### config.mk
export PLATFORM = sky130hd
export DESIGN_NAME = fmc_delay_ctrl
export DESIGN_NICKNAME = d
export VERILOG_FILES = /design/src/rtl/fmc_pkg.sv /design/src/rtl/fmc_sel_filter.sv /design/src/rtl/fmc_delay_ctrl.sv
export SDC_FILE = /design/constraint.sdc
export NUM_CORES = 1
export LEC_CHECK = 0
export ABC_AREA = 1
export BUFFER_PORTS_ARGS = -buffer_cell sky130_fd_sc_hd__buf_2
export CORE_MARGIN = 3
export CORE_UTILIZATION = 57
export DETAILED_ROUTE_END_ITERATION = 12
export PLACE_DENSITY = 0.82
export SLEW_MARGIN = 20
export SYNTH_ARGS = -nofsm -noshare
export SYNTH_HDL_FRONTEND = slang
export SYNTH_SLANG_ARGS = --single-unit
### constraint.sdc
create_clock -name clk_ext -period 2 [get_ports clk_ext]
set_input_delay 0.4 -clock clk_ext [delete_from_list [all_inputs] [get_ports clk_ext]]
set_output_delay 0.4 -clock clk_ext [all_outputs]
set_load 0.02 [all_outputs]
### src/rtl/fmc_pkg.sv
// Shared encodings for the frequency-multiplier delay controller:
// Sel command codes, controller FSM states and the last-move record.
package fmc_pkg;

    localparam logic [1:0] SEL_HOLD = 2'b00;
    localparam logic [1:0] SEL_INC  = 2'b01;
    localparam logic [1:0] SEL_DEC  = 2'b10;
    localparam logic [1:0] SEL_ILL  = 2'b11;

    typedef enum logic {
        TRACK,
        LOCKED
    } fsm_state_t;

    typedef enum logic [1:0] {
        NONE,
        UP,
        DOWN
    } move_t;

endpackage

### src/rtl/fmc_sel_filter.sv
// 3-deep majority filter over slot commands; a move passes only when at
// least 2 of the last 3 slots carried it. Used when FMC_SEL_FILTER_EN is set.
module fmc_sel_filter
    import fmc_pkg::*;
(
    input  logic       clk_ext,
    input  logic       rst_n,
    input  logic       i_slot,
    input  logic [1:0] i_sel,
    output logic [1:0] o_sel
);

    logic [1:0] r_hist1;
    logic [1:0] r_hist2;
    logic [1:0] w_cur;
    logic [1:0] w_inc_cnt;
    logic [1:0] w_dec_cnt;

    // Illegal commands are remembered as holds so they never vote.
    assign w_cur = (i_sel == SEL_ILL) ? SEL_HOLD : i_sel;

    assign w_inc_cnt = 2'(w_cur == SEL_INC) + 2'(r_hist1 == SEL_INC) + 2'(r_hist2 == SEL_INC);
    assign w_dec_cnt = 2'(w_cur == SEL_DEC) + 2'(r_hist1 == SEL_DEC) + 2'(r_hist2 == SEL_DEC);

    always_comb begin
        o_sel = SEL_HOLD;
        if (w_inc_cnt >= 2'd2) begin
            o_sel = SEL_INC;
        end else if (w_dec_cnt >= 2'd2) begin
            o_sel = SEL_DEC;
        end
    end

    always_ff @(posedge clk_ext or negedge rst_n) begin
        if (!rst_n) begin
            r_hist1 <= SEL_HOLD;
            r_hist2 <= SEL_HOLD;
        end else if (i_slot) begin
            r_hist2 <= r_hist1;
            r_hist1 <= w_cur;
        end
    end

endmodule

### src/rtl/fmc_delay_ctrl.sv
// Integrates Sel correction commands into a saturating delay code and runs
// the lock detector. Optional majority filter: define FMC_SEL_FILTER_EN.
module fmc_delay_ctrl
    import fmc_pkg::*;
#(
    parameter int CODE_W    = 6,
    parameter int CODE_INIT = 32,
    parameter int LOCK_CNT  = 4
) (
    input  logic              clk_ext,
    input  logic              rst_n,
    input  logic              DIV_M,
    input  logic [1:0]        Sel,
    output logic [CODE_W-1:0] code_out,
    output logic              lock,
    output logic              at_limit,
    output logic              sel_err,
    output logic              upd
);

    localparam logic [CODE_W-1:0] CODE_MAX = '1;

    logic              r_div_q;
    logic [CODE_W-1:0] r_code;
    logic              r_at_limit;
    logic              r_sel_err;
    logic              r_upd;
    fsm_state_t        r_state;
    move_t             r_last;
    logic [3:0]        r_qcnt;
    logic              r_same;

    logic              w_slot;
    logic [1:0]        w_cmd;
    logic              w_up;
    logic              w_dn;
    logic              w_clip;
    logic              w_applied;
    logic              w_same_dir;
    logic              w_qual;
    fsm_state_t        w_state_next;
    logic [3:0]        w_qcnt_next;
    logic              w_same_next;

    assign w_slot = DIV_M & ~r_div_q;

`ifdef FMC_SEL_FILTER_EN
    fmc_sel_filter u_sel_filter (
        .clk_ext (clk_ext),
        .rst_n   (rst_n),
        .i_slot  (w_slot),
        .i_sel   (Sel),
        .o_sel   (w_cmd)
    );
`else
    assign w_cmd = Sel;
`endif

    assign w_up       = w_slot && (w_cmd == SEL_INC);
    assign w_dn       = w_slot && (w_cmd == SEL_DEC);
    assign w_clip     = (w_up && (r_code == CODE_MAX)) || (w_dn && (r_code == '0));
    assign w_applied  = (w_up || w_dn) && !w_clip;
    assign w_same_dir = w_applied && ((w_up && r_last == UP) || (w_dn && r_last == DOWN));
    // A first move (no prior direction) counts as a reversal.
    assign w_qual     = !w_clip && !w_same_dir;

    always_comb begin
        w_state_next = r_state;
        w_qcnt_next  = r_qcnt;
        w_same_next  = r_same;
        if (w_slot) begin
            case (r_state)
                TRACK: begin
                    w_same_next = 1'b0;
                    if (!w_qual) begin
                        w_qcnt_next = '0;
                    end else if (r_qcnt == 4'(LOCK_CNT - 1)) begin
                        w_state_next = LOCKED;
                        w_qcnt_next  = '0;
                    end else begin
                        w_qcnt_next = r_qcnt + 4'd1;
                    end
                end
                LOCKED: begin
                    // r_same marks that the previous applied move already repeated.
                    if (w_clip || (w_same_dir && r_same)) begin
                        w_state_next = TRACK;
                        w_qcnt_next  = '0;
                        w_same_next  = 1'b0;
                    end else if (w_same_dir) begin
                        w_same_next = 1'b1;
                    end else if (w_applied) begin
                        w_same_next = 1'b0;
                    end
                end
                default: begin
                    w_state_next = TRACK;
                    w_qcnt_next  = '0;
                    w_same_next  = 1'b0;
                end
            endcase
        end
    end

    always_ff @(posedge clk_ext or negedge rst_n) begin
        if (!rst_n) begin
            r_div_q    <= 1'b0;
            r_code     <= CODE_W'(CODE_INIT);
            r_at_limit <= 1'b0;
            r_sel_err  <= 1'b0;
            r_upd      <= 1'b0;
            r_state    <= TRACK;
            r_last     <= NONE;
            r_qcnt     <= '0;
            r_same     <= 1'b0;
        end else begin
            r_div_q <= DIV_M;
            r_upd   <= w_slot;
            r_state <= w_state_next;
            r_qcnt  <= w_qcnt_next;
            r_same  <= w_same_next;
            if (w_slot) begin
                r_at_limit <= w_clip;
            end
            if (w_slot && (Sel == SEL_ILL)) begin
                r_sel_err <= 1'b1;
            end
            if (w_applied) begin
                r_code <= w_up ? (r_code + 1'b1) : (r_code - 1'b1);
                r_last <= w_up ? UP : DOWN;
            end
        end
    end

    assign code_out = r_code;
    assign lock     = (r_state == LOCKED);
    assign at_limit = r_at_limit;
    assign sel_err  = r_sel_err;
    assign upd      = r_upd;

endmodule

### After elaboration in Yosys (flattened, before gate mapping)

Index checks and enable logic that the tools add are counted.

* memories: 0
* input bits: 5
* ROM bits: 0
* RAM bits: 0
* register bits: 18
* bits in latches: 0

* equal/unequal tests: 9
* reductions and logical operators: 20
* multiplexer cells: 14
* order comparisons: 0
* divide/modulo/power cells: 0
* bitwise operators: 3
* $add $sub $neg: 3
* $mul: 0
* shift operators: 0

Operators by type and width (number)
* 4-bit two-way mux: 3
* 1-bit logical AND: 11
* 4-bit case mux with 2 select lines: 1
* 6-bit by 1-bit adder with 6-bit output, second input constant: 1
* 2-bit equality test, second input constant: 3
* 6-bit equality test, second input constant: 1
* 6-bit logical NOT: 1
* 1-bit two-way mux: 6
* 6-bit two-way mux: 1
* 6-bit by 1-bit subtractor with 6-bit output, second input constant: 1
* 4-bit by 1-bit adder with 4-bit output, second input constant: 1
* 2-bit by 1-bit equality test with 1-bit output, second input constant: 2
* 4-bit by 2-bit equality test with 1-bit output, second input constant: 1
* 1-bit logical OR: 4
* 4-bit by 1-bit != test with 1-bit output, second input constant: 1
* 1-bit case mux with 2 select lines: 2
* 2-bit AND reduction: 2
* 1-bit logical NOT: 2
* 2-bit two-way mux: 1
* 2-bit by 1-bit != test with 1-bit output, second input constant: 1
* 1-bit inverter: 2
* 1-bit bitwise AND: 1

### Depth between registers and ports, before layout

Gate-level depths: netlist (run 1).

* word-level depth: 12
* mapped depth: 13

### Worst setup path before layout (run 1)

Ideal clock, no wire load.

* path type: input to register
* start point: in DIV_M
* end point: reg r_code[5], in the netlist code_out[5]
* slack: 0.202 ns
* arrival: 1.737 ns
* library setup time: 0.060 ns
* stages on the path: 13
* path through: inv_1 > nor2_2 > nand3_1 > ha_1 > a21oi_1 > nand2_1 > nand2_1 > nand2_1 > nand2_1 > nand2_1 > xnor2_1 > nand2_1 > nand2_1

* word-level cells in the longest chain between the ends: 6

RTL lines
* start, declared: RTL line fmc_delay_ctrl.sv:12 `input logic DIV_M,`
* 1-bit bitwise AND (*): RTL line fmc_delay_ctrl.sv:45 `assign w_slot = DIV_M & ~r_div_q;`
* 1-bit logical AND, on equally long branches: RTL line fmc_delay_ctrl.sv:59, fmc_delay_ctrl.sv:60
* 1-bit logical AND: RTL line fmc_delay_ctrl.sv:61 `assign w_clip = (w_up && (r_code == CODE_MAX)) || (w_dn && (r_code == '0));`
* 1-bit logical OR: RTL line fmc_delay_ctrl.sv:61
* 1-bit logical NOT: RTL line fmc_delay_ctrl.sv:62 `assign w_applied = (w_up || w_dn) && !w_clip;`
* 1-bit logical AND: RTL line fmc_delay_ctrl.sv:62
* end signal, assigned: RTL line fmc_delay_ctrl.sv:108 `r_code <= CODE_W'(CODE_INIT);`
* end signal, assigned: RTL line fmc_delay_ctrl.sv:129 `r_code <= w_up ? (r_code + 1'b1) : (r_code - 1'b1);`
* end, declared: RTL line fmc_delay_ctrl.sv:24 `logic [CODE_W-1:0] r_code;`

Every way passes the cells marked *; elsewhere a longest branch is shown, timed or not.
A chain may end at the register's enable or synchronous reset.

### Worst setup path after layout (run 1)

* start point: reg r_div_q
* end point: reg r_code[4], in the netlist code_out[4]

* word-level cells in the longest chain between the ends: 7

RTL lines
* start, declared: RTL line fmc_delay_ctrl.sv:23 `logic r_div_q;`
* start signal, assigned: RTL line fmc_delay_ctrl.sv:107 `r_div_q <= 1'b0;`
* start signal, assigned: RTL line fmc_delay_ctrl.sv:117 `r_div_q <= DIV_M;`
* 1-bit inverter (*): RTL line fmc_delay_ctrl.sv:45
* 1-bit bitwise AND (*): RTL line fmc_delay_ctrl.sv:45
* 1-bit logical AND, on equally long branches: RTL line fmc_delay_ctrl.sv:59, fmc_delay_ctrl.sv:60
* 1-bit logical AND: RTL line fmc_delay_ctrl.sv:61
* 1-bit logical OR: RTL line fmc_delay_ctrl.sv:61
* 1-bit logical NOT: RTL line fmc_delay_ctrl.sv:62
* 1-bit logical AND: RTL line fmc_delay_ctrl.sv:62

Marked as above.

==> results of run 1 <==
[power groups by stage]
stage,logic [mW],clock network [mW],registers [mW]
final,0.893,0.193,0.627
after global routing,1.01,0.213,0.649
after CTS,0.874,0.198,0.621
after detailed placement,0.868,0,0.627
after global placement,0.832,0,0.625
after floorplan,0.583,0,0.688
[layout make-up]
type / count / area, um2 / share of cell area
clock buffers: 4 / 26.28 / 0.01873
inverters: 17 / 63.81 / 0.04549
multi-input cells: 113 / 734.5 / 0.5236
flip-flops and latches: 18 / 451.7 / 0.3220
well taps: 27 / 33.78 / 0.02409
repair buffers: 17 / 92.59 / 0.06601
[metal layers]
metal / track usage / routed length [um]
met3: 0.03419 / 140
met1: 0.2610 / 1055
met4: 0.1021 / 39
met5: 0 / 0
met2: 0.3285 / 1134
[per-stage QoR]
step,cell area (um2),cells,setup slack (ns)
2_1_floorplan,1244,149,0.2024
3_3_place_gp,1359,192,0.1072
5_1_grt,1403,196,0.06717
3_5_place_dp,1359,192,-0.005083
6_report,1403,196,0.1436
4_1_cts,1385,196,0.08075
[flip-flops by register name, summed over array words and instances (netlist names)]
register,cells
lock,1
sel_err,1
r_div_q,1
r_qcnt,4
at_limit,1
r_same,1
r_last,2
code_out,6
upd,1
[synth_stat cells]
cell type	instances	area (um2)
ha_1	5	62.56
xor2_1	3	26.28
nand3_2	1	10.01
nand4_4	1	21.27
o21a_1	1	7.510
inv_1	13	48.80
a21oi_4	1	16.27
nand2_2	4	25.02
inv_2	4	15.01
nor2_1	13	48.80
o21ai_1	2	10.01
nand3_1	11	55.05
dfrtp_1	17	425.4
nor2_4	3	33.78
fa_1	1	20.02
nor2_8	3	60.06
xnor2_1	5	43.79
dfstp_2	1	26.28
o21ai_0	3	15.01
nand2_4	5	56.30
a21oi_1	1	5.000
a31o_2	1	8.760
buf_6	1	11.26
nor2_2	3	18.77
nand2_1	46	172.7
[cell families after synthesis]
| family | after synthesis | share of synthesized area |
|---|---|---|
| XOR/XNOR | 8 | 0.05634 |
| adder cells (fa/ha/maj) | 6 | 0.06640 |
| flip-flops | 18 | 0.3632 |
| AND/OR/NAND/NOR | 90 | 0.4034 |
| buffers and inverters | 18 | 0.06036 |
| AO/OA/AOI/OAI | 9 | 0.05030 |
[worst min-delay path by stage]
stage               startpoint           to  slack (ns)  cells after the start
global placement         rst_n  code_out[4]        0.34                      1
floorplan                rst_n     at_limit        0.10                      0
finish                   rst_n      sel_err       0.008                      1
CTS                      rst_n      sel_err        0.01                      1
detailed placement       rst_n  code_out[4]        0.35                      1
global route             rst_n      sel_err        0.02                      1
==> run metrics, run 1 <==
HPWL Detailed=~1.9 mm; fin. max-slew vios=0; clock transition at the registers of the reported paths=approximately 0.11 ns; Net Count, Synth=160; CP startpoint kind=register; Hold Crit Class=input pin to async pin; final core occ=0.6937; initial antenna violation count=0; number of distinct library cells after synthesis=25; initial DRC count=17; cts bufs inserted=3; worst path arrival time=2.05 ns; ANT nets after route=0; vias=1,008; min cycle time layout=~1.9 ns; Top cell by count, worst path=nand3_1; Final setup viols=0; CP cell instances=nor2_2 -> nand3_2 -> buf_4 -> fa_1 -> nand3_1 -> nand3_1 -> xnor2_1 -> o21ai_1; setup_tns=0 ns; antenna cell count=0; Slew Limit Headroom=0.7356; CTS tree=built; #FFs+latches synth=18; drt pass-1 iters=4; required time of the worst setup path=2.19 ns; capture point of the worst reg-to-reg path=code_out[4]; sw power=approximately 800 uW; Final #Nets=~180; # fillers=170; initial core utilization=0.6151; Port Buffers=14; Synth Warn #=0; cells on worst reg2reg path=8; CTS resizes=0; clk sinks=18; Max Clock Skew=0.006926 ns; Slew @ Worst Pin=0.3967 ns; Mapped Area=between 1000 and 1500 um2; period utilization=0.9282; WS Path Type=register to register; crit-path max FO=4; Avg WL per Cell=approximately 12 um; f_max=538.7 MHz; die area=2778 um2; vias per cell=~5; Crit path buffers/inverters=1; Die Wd=52.71 um; final WL=2.370 mm; RSZ-0062 raised after global routing=false; switching fraction of total power=0.4583; worst r2r src=r_div_q; P_leak=between 0.7 and 0.8 nW; first-pass GRT wire length=about 4.2 mm; outcome=finished, final reports clean; number of cells on the critical path=8; CP endpoint kind=register; Die Span Y=between 50 and 60 um; area delta synth->final=12.78%; gr usage total=0.2043; CP top delay family=simple AND/OR/NAND/NOR gates; I/O pin cnt=15; setup bufs post-CTS=0; Slowest cell on crit path=dfrtp_1; Hold WS=between 0.007 and 0.008 ns; sequential power share=0.366; Setup crit end=code_out[4]; total power=1.712 mW; syn avg cell area=between 8 and 9 um2; Core Region=between 2000 and 2500 um2; GPL Wtd Cong=roughly 0.9; global route overflow=0; number of global-route vias before repair=about 1,000; root buffer cell=clkbuf_4; Mapped Cells=approximately 150; cell-internal power=around 930 uW; commonest non-fill, non-tap cells in the layout=nand2_1, dfrtp_1, buf_2; Clock power frac=0.112; Post-CTS Hold Fix Bufs=0; FF-to-FF setup slack=between 0.1 and 0.15 ns; largest net degree at the start of global routing=19; sequential fraction of the synthesis area=0.3632; proportion of layout cells with a drive suffix above 1=0.2899; crit path from=r_div_q; Max Cap Viol=0; Max IR drop VDD=1.039 mV; Power Density=1221 nW/um2; final hold violations=0; Max clock buf depth=2; CTS H-tree lvls=1; latest clock arrival within the worst-skew pair=~0.30 ns; commonest non-fill, non-tap cell in the layout=nand2_1; Combinational Power Share=0.522; std cell rows=16; delay of the slowest critical-path stage=0.41 ns; Residual DRC=0
Note: power is estimated with default switching activity, not from simulation.
==> run 2: changes to the inputs <==
--- a/config.mk
+++ b/config.mk
@@ -8,9 +8,10 @@
 export ABC_AREA = 1
 export BUFFER_PORTS_ARGS = -buffer_cell sky130_fd_sc_hd__buf_2
 export CORE_MARGIN = 3
-export CORE_UTILIZATION = 57
+export CORE_UTILIZATION = 59
+export CTS_BUF_LIST = sky130_fd_sc_hd__clkbuf_8
 export DETAILED_ROUTE_END_ITERATION = 12
-export PLACE_DENSITY = 0.82
+export PLACE_DENSITY = 0.85
 export SLEW_MARGIN = 20
 export SYNTH_ARGS = -nofsm -noshare
 export SYNTH_HDL_FRONTEND = slang
==> run 2 against run 1 <==
  * First-iteration DRC count is 12% higher
  * Final area rose by 1.9%
  * Routed wire length hardly changed
  * Clock skew shrank 0.0043 ns
  * Non-clock buffer count unchanged
  * Register-to-register slack improved by 0.08 ns
  * Total power is 5.5% higher
  * Largest cell class unchanged
==> run metrics, run 2 (synthesis gave the netlist of run 1 again) <==
Core Region=1858 um2 (-8.1%); outcome=finished, final reports clean; Power Density=1265 nW/um2 (+3.6%); P_leak=0.7552 nW (+1.8%); clk sinks=18 (unchanged); area delta synth->final=14.89%; ANT nets after route=0 (unchanged); gr usage total=0.2094 (+0.005085); CTS H-tree lvls=1 (unchanged); proportion of layout cells with a drive suffix above 1=0.2959 (+0.005917); initial DRC count=19 (+2); Die Span Y=51.91 um (-1.5%); period utilization=0.8878 (-0.04043); CP top delay family=simple AND/OR/NAND/NOR gates; crit-path max FO=4 (unchanged); delay of the slowest critical-path stage=0.40 ns (about the same); required time of the worst setup path=2.14 ns (-0.05 ns); Multi-input gate area=734.5 um2 (unchanged); die area=2695 um2 (-3.0%); RSZ-0062 raised after global routing=false; antenna cell count=0 (unchanged); vias=979 (-2.9%); GPL Wtd Cong=0.7941 (-11%); Max Cap Viol=0 (unchanged); final hold violations=0 (unchanged); Die Wd=51.91 um (-1.5%); drt pass-1 iters=4 (unchanged); Final Instance Area=1429 um2 (+1.9%); number of global-route vias before repair=928 (-7.8%); commonest non-fill, non-tap cell in the layout=nand2_1; Residual DRC=0 (unchanged); worst path arrival time=1.92 ns (-0.13 ns); final WL=2.368 mm (about the same); latest clock arrival within the worst-skew pair=0.25 ns (-0.05 ns); vias per cell=5.046 (-1.9%); setup_tns=0 ns (unchanged); Hold Crit Class=input pin to async pin; HPWL Detailed=1.866 mm (+0.40%); setup bufs post-CTS=0 (unchanged); # fillers=139 (-18%); CP endpoint kind=register; min cycle time layout=1.776 ns (-0.08085 ns); first-pass GRT wire length=4.126 mm (-1.1%); Port Buffers=14 (unchanged); CTS tree=built; fin. max-slew vios=0 (unchanged); Slew @ Worst Pin=0.4034 ns (+0.006763 ns); Top cell by count, worst path=nand3_1; f_max=563.2 MHz (+4.6%); post-route worst setup slack=0.2244 ns (+0.08086 ns); clock transition at the registers of the reported paths=0.07 ns (-0.04 ns); cts bufs inserted=3 (unchanged); I/O pin cnt=15 (unchanged); Placed Area=1356 um2 (-0.18%); std cell rows=15 (-1); Avg WL per Cell=12.21 um (+0.95%); Max clock buf depth=2 (unchanged); Setup WS pre-CTS=-0.009570 ns (-0.004487 ns); global route overflow=0 (unchanged); Crit path buffers/inverters=1 (unchanged); Max Clock Skew=0.002604 ns (-0.004322 ns); Slew Limit Headroom=0.7310 (-0.004508); commonest non-fill, non-tap cells in the layout=nand2_1, dfrtp_1, buf_2; Final setup viols=0 (unchanged); initial core utilization=0.6694 (+0.05426); WS Path Type=register to register; Max IR drop VDD=0.9245 mV (-11%); root buffer cell=clkbuf_8; Hold WS=0.06492 ns (+0.05720 ns); final core occ=0.7690 (+0.07534); initial antenna violation count=0 (unchanged); largest net degree at the start of global routing=19 (unchanged); CP cell instances=nor2_2 -> nand3_2 -> buf_4 -> fa_1 -> nand3_1 -> nand3_1 -> xnor2_1 -> o21ai_1; Slowest cell on crit path=dfrtp_1; CP startpoint kind=register; Final #Nets=181 (unchanged); max FFs per register=6 (unchanged); Register Area=451.7 um2 (unchanged)
## run 2: cell types whose count changed in the layout (fill, tap and decap cells not counted)
| cell | change |
|---|---|
| clkbuf_1 | -1 |
| clkbuf_4 | -3 |
| clkbuf_8 | +4 |
## run 2: worst register-to-register path, stage by stage, from the launching register on
cell,delay (ns)
dfrtp_1,0.40
nor2_2,0.14
nand3_2,0.14
buf_4,0.18
fa_1,0.40
nand3_1,0.10
nand3_1,0.08
xnor2_1,0.15
o21ai_1,0.07
## run 2: final cells by class
type | count | share of cell area
multi-input cells | 113 | 0.5140
well taps | 25 | 0.02189
flip-flops and latches | 18 | 0.3161
clock buffers | 4 | 0.03853
inverters | 17 | 0.04466
repair buffers | 17 | 0.06480
## run 2: layer usage
layer | up-vias | routed length (um) | track usage
li1 | 503 | - | -
met1 | 450 | 1036 | 0.2587
met2 | 19 | 1210 | 0.3556
met3 | 7 | 74 | 0.05158
met4 | 0 | 47 | 0.06550
met5 | - | 0 | 0
## run 2: worst paths after layout
| kind | startpoint | to | slack [ns] | cells past startpoint |
|---|---|---|---|---|
| worst max-delay path | r_div_q | code_out[4] | 0.22 | 8 |
| worst min-delay path | rst_n | r_div_q | 0.06 | 1 |
| worst max register to register | r_div_q | code_out[4] | 0.22 | 8 |
| worst min register to register | sel_err | sel_err | 0.46 | 1 |
| max in group asynchronous | rst_n | code_out[5] | 1.62 | 1 |
| min in group clk_ext | DIV_M | r_div_q | 0.31 | 1 |
## run 2: repair_timing
item                                    CTS  global route
endpoints found under the setup margin    0             1
hold buffers                              0             0
resized for setup                         0             2
## run 2: per-stage QoR
step / instances / total power [mW]
after global placement: 190 / 1.449
after detailed placement: 190 / 1.496
after floorplan: 149 / 1.271
final: 194 / 1.807
after global routing: 194 / 1.969
after CTS: 194 / 1.798
## run 2: power breakdown
part	internal (mW)	total, mW	leakage, nW	switching (mW)
Sequential	0.481	0.633	0.223	0.152
Combinational	0.367	0.877	0.504	0.510
Clock	0.175	0.297	0.0288	0.122
Total	1.02	1.81	0.755	0.784
==> run 3: changes to the inputs <==
--- a/config.mk
+++ b/config.mk
@@ -5,13 +5,12 @@
 export SDC_FILE = /design/constraint.sdc
 export NUM_CORES = 1
 export LEC_CHECK = 0
-export ABC_AREA = 1
 export BUFFER_PORTS_ARGS = -buffer_cell sky130_fd_sc_hd__buf_2
 export CORE_MARGIN = 3
-export CORE_UTILIZATION = 59
+export CORE_UTILIZATION = 58
 export CTS_BUF_LIST = sky130_fd_sc_hd__clkbuf_8
 export DETAILED_ROUTE_END_ITERATION = 12
-export PLACE_DENSITY = 0.85
+export PLACE_DENSITY = 0.84
 export SLEW_MARGIN = 20
 export SYNTH_ARGS = -nofsm -noshare
 export SYNTH_HDL_FRONTEND = slang
==> run 3 against run 2 <==
  * The flow now finishes with violations (setup timing)
  * Register-to-register slack got worse by 0.23 ns
  * Worst hold slack got worse by 0.0063 ns
  * Clock power about the same
==> run metrics, run 3 <==
commonest non-fill, non-tap cells in the layout=dfrtp_1, buf_2, buf_4; Mapped Area=1104 um2 (-11%); top-area cell type share of the netlist area=0.3855 (+0.04344); Synth area leaders=dfrtp_1, mux2_2, ha_1, nor4_4, nand4bb_1; proportion of layout cells with a drive suffix above 1=0.3955 (+0.09966); Power Density=1318 nW/um2 (+4.2%); vias=955 (-2.5%); max FFs per register=6 (unchanged); Synth async-reset ratio=1.000 (unchanged); wl on met1=1.073 mm (+3.6%); met3 wire length=118 um (+59%); post-route worst setup slack=-0.006381 ns (-0.2308 ns); area delta synth->final=30.27%; crit-path max FO=5 (+1); Max Cap Viol=0 (unchanged); gr usage total=0.2224 (+0.01306); Residual DRC=0 (unchanged); GPL Wtd Cong=0.7876 (-0.82%); drt pass-1 iters=4 (unchanged); Avg WL per Cell=16.44 um (+35%); Port Buffers=14 (unchanged); clock transition at the registers of the reported paths=0.07 ns (about the same); RSZ-0062 raised after global routing=true; Net Count, Synth=114 (-29%); P_leak=0.6323 nW (-16%); violated checks=setup timing; Slew @ Worst Pin=0.4507 ns (+0.04725 ns); die area=2462 um2 (-8.6%); Max IR drop VDD=0.9882 mV (+6.9%); Max Used Layer=met4; vias per cell=6.006 (+19%); setup_tns=-0.006381 ns (-0.006381 ns); first-pass GRT wire length=4.347 mm (+5.4%); number of global-route vias before repair=992 (+6.9%); ANT nets after route=0 (unchanged); Mapped Cells=103 (-31%); CP startpoint kind=register; largest net degree at the start of global routing=19 (unchanged); global route overflow=0 (unchanged); fin. max-slew vios=0 (unchanged); WL met2=1.379 mm (+14%); min cycle time layout=2.006 ns (+0.2308 ns); commonest non-fill, non-tap cell in the layout=dfrtp_1; antenna cell count=0 (unchanged); clk sinks=18 (unchanged); final WL=2.614 mm (+10%); Post-synth top cells=dfrtp_1, nand2_1, nor2_1, mux2_2; CTS tree=built; latest clock arrival within the worst-skew pair=0.25 ns (about the same); initial core utilization=0.6255 (-0.04383); Max Clock Skew=0.004845 ns (+0.002241 ns); #FFs+latches synth=18 (unchanged); sequential fraction of the synthesis area=0.4093 (+0.04612); Die Span Y=49.62 um (-4.4%); initial antenna violation count=0 (unchanged); top-count cell post-synth=dfrtp_1; Die Wd=49.62 um (-4.4%); dominant synthesized flop cell=dfrtp_1; syn avg cell area=10.71 um2 (+28%); outcome=finished, violations left; Core Region=1764 um2 (-5.1%); std cell rows=15 (unchanged); WS Path Type=register to register; required time of the worst setup path=2.18 ns (+0.04 ns); Final setup viols=1 (+1); root buffer cell=clkbuf_8; f_max=498.4 MHz (-12%); worst path arrival time=2.19 ns (+0.27 ns); Slew Limit Headroom=0.6984 (-0.03261); CP endpoint kind=register; Hold Crit Class=input pin to async pin; dominant cell type by area after synthesis=dfrtp_1; Post-CTS Hold Fix Bufs=0 (unchanged); initial DRC count=20 (+1); final hold violations=0 (unchanged); number of distinct library cells after synthesis=37 (+48%); cts bufs inserted=3 (unchanged); I/O pin cnt=15 (unchanged); period utilization=1.003 (+0.1154); Final #Nets=146 (-19%); Post-synth EDFFs=0 (unchanged); CTS H-tree lvls=1 (unchanged); Synth Warn #=0 (unchanged); HPWL Detailed=1.709 mm (-8.4%); Max clock buf depth=2 (unchanged); Hold WS=0.05866 ns (-0.006265 ns)
==> run 3: area by class of cell <==
| type | instances | area (um2) |
|---|---|---|
| Fill cell | 118 | 326.6 |
| Timing Repair Buffer | 28 | 178.9 |
| Tap cell | 25 | 31.28 |
| Inverter | 5 | 18.77 |
| Multi-Input combinational cell | 79 | 701.9 |
| Sequential cell | 18 | 451.7 |
| Clock buffer | 4 | 55.05 |
==> run 3: per-stage QoR <==
stage / utilization / power [mW] / area, um2 / instances / setup WS (ns)
after floorplan: - / 1.154 / 1109 / 103 / 0.03825
after global placement: 0.7340 / 1.391 / 1295 / 153 / -0.1252
after detailed placement: 0.7340 / 1.423 / 1295 / 153 / -0.1620
after CTS: 0.7716 / 1.730 / 1361 / 157 / 0.04505
after global routing: 0.8149 / 2.031 / 1438 / 159 / -0.1178
final: 0.8149 / 1.895 / 1438 / 159 / -0.006381
==> run 3: logic make-up after synthesis <==
| group | count (synthesis) | synth area share |
|---|---|---|
| compound gates | 18 | 0.1202 |
| xor+xnor | 4 | 0.03175 |
| fa+ha+maj | 6 | 0.07483 |
| buf+inv | 6 | 0.02154 |
| flops | 18 | 0.4093 |
| mux | 9 | 0.08843 |
| simple gates | 42 | 0.2540 |
==> run 3: routing by layer <==
metal,vias up,GRT usage
li1,445,-
met2,34,0.3987
met4,0,0.02765
met1,470,0.2926
met5,-,0
met3,6,0.02719
==> run 3: worst paths after layout <==
path,startpoint,depth (start not counted),slack (ns),endpoint
setup / recovery,r_div_q,7,-0.006,code_out[5]
hold / removal,rst_n,1,0.06,code_out[0]
min in group clk_ext,DIV_M,2,0.41,r_div_q
setup reg to reg,r_div_q,7,-0.006,code_out[5]
hold reg to reg,sel_err,1,0.48,sel_err
max in group asynchronous,rst_n,1,1.63,code_out[5]
==> run 3: worst max-delay path, stage by stage (launching register included) <==
cell       delay, ns
dfrtp_1         0.38
nand4bb_4       0.34
ha_4            0.29
a211oi_2        0.25
nor2_1          0.10
mux2i_1         0.12
and4bb_1        0.27
xor2_1          0.17
==> run 3: report_power, final <==
group          switching, mW  total, mW  internal, mW  leakage, nW
Combinational          0.445      0.917         0.472        0.401
Sequential             0.191      0.682         0.491        0.203
Clock                  0.121      0.296         0.175       0.0288
==> run 3: timing repair <==
item                                    4_1_cts  5_1_grt
setup buffers                                 0        2
gates resized for setup                       1        8
pin swaps                                     0        2
endpoints found under the setup margin        2        1
